<file path="src/rtl/pipe_shifter.sv">
// Pipelined log barrel shifter: SLL/SRL/SRA with valid/ready flow and tag pass-through.
// Define PIPE_SHIFTER_ROTATE_EN to make op 2'b10 a rotate-right; otherwise it is SRL.
module pipe_shifter #(
    parameter  int N     = 32,
    parameter  int TAG_W = 4,
    localparam int LOG   = $clog2(N)
) (
    input  logic             clk,
    input  logic             rst_n,
    input  logic             in_valid,
    output logic             in_ready,
    input  logic [N-1:0]     in_data,
    input  logic [LOG-1:0]   in_shamt,
    input  logic [1:0]       in_op,
    input  logic [TAG_W-1:0] in_tag,
    output logic             out_valid,
    input  logic             out_ready,
    output logic [N-1:0]     out_data,
    output logic [TAG_W-1:0] out_tag
);

    logic [N-1:0]     d_q     [LOG];
    logic [LOG-1:0]   s_q     [LOG];
    logic [1:0]       op_q    [LOG];
    logic [TAG_W-1:0] tag_q   [LOG];
    logic             sgn_q   [LOG];
    logic [LOG-1:0]   v_q;

    logic [N-1:0]     src_d   [LOG];
    logic [LOG-1:0]   src_s   [LOG];
    logic [1:0]       src_op  [LOG];
    logic [TAG_W-1:0] src_tag [LOG];
    logic             src_sgn [LOG];
    logic [LOG-1:0]   src_v;
    logic [N-1:0]     sh_d    [LOG];
    logic [LOG-1:0]   adv;
    logic             chain;

    always_comb begin
        src_d[0]   = in_data;
        src_s[0]   = in_shamt;
        src_op[0]  = in_op;
        src_tag[0] = in_tag;
        src_sgn[0] = in_data[N-1];
        src_v      = '0;
        src_v[0]   = in_valid;
        for (int k = 1; k < LOG; k++) begin
            src_d[k]   = d_q[k-1];
            src_s[k]   = s_q[k-1];
            src_op[k]  = op_q[k-1];
            src_tag[k] = tag_q[k-1];
            src_sgn[k] = sgn_q[k-1];
            src_v[k]   = v_q[k-1];
        end
    end

    // SRA fills from the sign captured at entry, not the partially shifted data.
    always_comb begin
        for (int k = 0; k < LOG; k++) begin
            sh_d[k] = src_d[k];
            if (src_s[k][k]) begin
                unique case (src_op[k])
                    2'b00: sh_d[k] = src_d[k] << (1 << k);
                    2'b11: sh_d[k] = N'($signed({src_sgn[k], src_d[k]}) >>> (1 << k));
`ifdef PIPE_SHIFTER_ROTATE_EN
                    2'b10: sh_d[k] = (src_d[k] >> (1 << k))
                                   | (src_d[k] << (N - (1 << k)));
`endif
                    default: sh_d[k] = src_d[k] >> (1 << k);
                endcase
            end
        end
    end

    // A stage may load when it is empty or its successor moves this cycle.
    always_comb begin
        adv   = '0;
        chain = out_ready;
        for (int k = LOG - 1; k >= 0; k--) begin
            chain  = !v_q[k] || chain;
            adv[k] = chain;
        end
    end

    always_ff @(posedge clk or negedge rst_n) begin
        if (!rst_n) begin
            v_q <= '0;
            for (int k = 0; k < LOG; k++) begin
                d_q[k]   <= '0;
                s_q[k]   <= '0;
                op_q[k]  <= '0;
                tag_q[k] <= '0;
                sgn_q[k] <= 1'b0;
            end
        end else begin
            for (int k = 0; k < LOG; k++) begin
                if (adv[k]) begin
                    v_q[k]   <= src_v[k];
                    d_q[k]   <= sh_d[k];
                    s_q[k]   <= src_s[k];
                    op_q[k]  <= src_op[k];
                    tag_q[k] <= src_tag[k];
                    sgn_q[k] <= src_sgn[k];
                end
            end
        end
    end

    logic unused_tail;
    assign unused_tail = ^{s_q[LOG-1], op_q[LOG-1], sgn_q[LOG-1]};

    assign in_ready  = adv[0];
    assign out_valid = v_q[LOG-1];
    assign out_data  = d_q[LOG-1];
    assign out_tag   = tag_q[LOG-1];

endmodule

</file>
<file path="config.mk">
export PLATFORM = sky130hd
export DESIGN_NAME = pipe_shifter
export DESIGN_NICKNAME = d
export VERILOG_FILES = /design/src/rtl/pipe_shifter.sv
export SDC_FILE = /design/constraint.sdc
export NUM_CORES = 1
export LEC_CHECK = 0
export CAP_MARGIN = 20
export CORE_MARGIN = 8
export CORE_UTILIZATION = 55
export CTS_CLUSTER_SIZE = 20
export DETAILED_ROUTE_END_ITERATION = 16
export HOLD_SLACK_MARGIN = 0.15
export MAX_ROUTING_LAYER = met4
export PLACE_DENSITY = 0.88
export SLEW_MARGIN = 25
export SYNTH_ARGS = -nofsm -noshare
export SYNTH_HDL_FRONTEND = slang
export SYNTH_SLANG_ARGS = --single-unit
</file>
<file path="constraint.sdc">
create_clock -name clk -period 4 [get_ports clk]
set_input_delay 1.2 -clock clk [delete_from_list [all_inputs] [get_ports clk]]
set_output_delay 1.2 -clock clk [all_outputs]
set_load 0.1 [all_outputs]
</file>
# == After elaboration in Yosys (flattened, before gate mapping) ==
# Index checks and enable logic that the tools add are counted.
# word_totals
reg_bits,217
# classes
n_eq_ne,5
n_mux,10
n_reduce_logical,15
# ops
cell,n
one-hot mux 32 bit (2 select lines),5
2-to-1 mux 32 bit,5
"== test 2 bit, second input constant",5
zero test 2 bit,5
zero test 1 bit,5
logical OR 1 bit,5

# == Longest topological paths before layout ==
# depth
word_depth,6
depth_mapped,8
ltp_nobuf,5

# == Worst setup path before layout ==
# No wires, ideal clock.
# synth_timing
kind,input-to-output
startpoint,in out_ready
endpoint,out in_ready
arrival_ns,1.871
path_slack_ns,0.929
cell_stages,4
path_buffers,1
cell_sequence,nand4b_4 -> nor2_4 -> inv_2 -> buf_6
# synth_between
elab_chain_cells,5
# synth_lines
element,line,rtl
start: declaration,17,"input logic out_ready,"
logical OR 1 bit (5 in a row),80,chain = !v_q[k] || chain;
end: declaration,11,"output logic in_ready,"
# No other way between the ends.

# == Worst setup path after layout ==
# Same ends and word-level chain as after synthesis.

==> results.tsv <==
metric	value	unit
syn_inst	1129	
antenna_found_initial	0	
cts_setup_buffers	0	
wl_met2	12100	um
numCtsBuffers	22	
p_seq_share	38.3	%
diodes	0	
multi_input_area	0.00467	mm2
r2r_slack	1870	ps
cp.required	2800	ps
synth_area	0.0107	mm2
max-clock-path-buffers	3	
io_pins	85	
cap_violations	0	
drive_gt1_share	8.18	%
place_hpwl	17300	um
net-switching-power	3.83	mW
period_share	87.0	%
cts_tree	done	
max_freq	0.287	GHz
cp.arrival	2280	ps
yosys_warnings	0	
slew-limit-headroom	33.5	%
synth_area_leaders	dfrtp_1, a221oi_1, nor2_1, o31ai_1, a21oi_1	
gr-total-overflow	0	
drv_slew	0	
whs_path_depth	2	
gp_congestion	0.868	
finish.utilization	62.1	%
crit_fanout	4	
register_area	0.00518	mm2
cts-htree-levels	1	
start_util	55.4	%
fp.coreArea	0.0193	mm2
ys_seq_area_share	48.6	%
postCtsHoldBufs	0	
synth_common_cells	dfrtp_1, nor2_1, a221oi_1, a21oi_1, nand3_1	
rows	51	
syn_nets	1186	
drc	0	
switching_share	43.4	%
skew	19.3	ps
grt_pass1_vias	8397	
grt_start_max_net_pins	89	
cts.repair.resized	0	
powerDensity	739	mW/mm2
syn_avg_cell_area	9.45	um2
grt_usage	22.0	%
ys_types	37	
wire_per_inst	18.4	um
grt_pass1_wl	43100	um
ir_drop	0.345	mV
power	8.84	mW
die_x	155	um
area_delta_synth_final	12.2	%
die_height	155	um
clkSinkCount	207	
p_int	5.01	mW
clkTransAtPathRegs	50	ps
dieArea	0.0241	mm2
setup_violations	0	
finalHoldViolCount	0	
synth-edff-count	0	
met1_length	10900	um
worstHoldPathType	flop to flop	
firstDrtPassIters	6	
dr.max_layer_used	met4	
wl_met3	1760	um
worst_setup_path_end_kind	output pin	
viasPerCell	6.37	
final_nets	1172	
route.antenna.remaining_nets	0	
setup_tns	0	ps
tightest_slew	994	ps
first_iter_violations	1071	
synth-async-reset-ratio	100	%
period_minus_slack	3480	ps
p_leak	4.81	nW
synth_ff_type	dfrtp_1	
yosys.area.top_type	dfrtp_1	
synth_most_common_cell	dfrtp_1	
rsz0062_at_grt	no	
reg2regPathDepth	6	
root_buffer	clkbuf_16	
num_vias	8852	
io_buffers	84	
final.fill_count	1538	
yosys_register_bits	207	
yosysTopAreaCellShare	48.6	%
wl	25600	um
clock_latency	510	ps
critPathKind	input port to output pin	
power_frac_comb	40.1	%
status	complete, no violations	
start_kind	input port	
pwr-share-clk	21.6	%
==> registers in the layout (all words and copies together) (netlist names) <==
register,flops
s_q,10
sgn_q,4
src_tag,16
out_tag,4
op_q,8
out_data,32
d_q,128
v_q,5
==> cells in the final DEF, fill, tap and decap left out, types with 21 or more instances in the layout <==
cell	synthesis	final
a21oi_1	80	80
mux2_2	21	21
a221oi_1	86	86
nor2_1	123	122
nand2_1	59	59
a22o_1	22	22
dfrtp_1	207	207
nand3_1	72	72
clkbuf_16	0	22
clkdlybuf4s50_1	0	81
nor2b_1	63	60
o31ai_1	54	54
o21ai_0	70	70
a31oi_1	40	40
==> power groups by stage <==
stage	clock, mW	sequential (mW)	combinational [mW]
global route	2.03	3.47	3.80
floorplan	0	3.27	2.92
global placement	0	3.36	3.45
detailed placement	0	3.40	3.51
CTS	1.94	3.37	3.54
finish	1.91	3.39	3.54
==> path summary, 6_finish.rpt <==
| path | start | endpoint |
|---|---|---|
| max in group asynchronous | rst_n | d_q[101] |
| min in group asynchronous | rst_n | out_data[13] |
| max reg2reg | v_q[4] | d_q[103] |
| min reg2reg | src_tag[5] | src_tag[5] |
| max | out_ready | in_ready |
| min | src_tag[5] | src_tag[5] |
==> critical path: stages <==
cell,delay [ps]
clkdlybuf4s50_1,460
nand4b_4,240
nor2_4,150
inv_2,60
buf_12,160
==> routing by layer <==
layer  up-vias  global-route usage [%]
met4         0                    9.33
met5         -                       -
met1      4315                    29.1
met3        57                    3.33
met2       398                    33.5
li1       4082                       -
==> final cells by class <==
type / count / share of cell area (%)
clock inverter: 4 / 0.471
tap: 265 / 2.77
multi-input combinational: 761 / 39.0
clock buffer: 30 / 5.10
inverter: 17 / 0.533
timing repair buffer: 106 / 8.82
sequential: 207 / 43.3
==> cell families (layout without fill, tap and decap cells) <==
| family | after synthesis | after routing | share of synthesized area (%) |
|---|---|---|---|
| flops | 207 | 207 | 48.6 |
| mux | 25 | 25 | 2.78 |
| buf+inv | 161 | 157 | 7.82 |
| fa+ha+maj | 10 | 10 | 1.17 |
| simple gates | 337 | 337 | 14.8 |
| compound gates | 389 | 389 | 24.8 |
==> through the flow <==
stage	cell area, um2	hold slack [ps]	setup slack (ps)	cells
CTS	12000	477	515	1390
finish	12000	476	521	1390
detailed placement	11300	458	534	1356
global placement	11300	447	546	1356
global route	12000	504	451	1390
floorplan	10700	433	929	1129
Note: power is estimated with default switching activity, not from simulation.
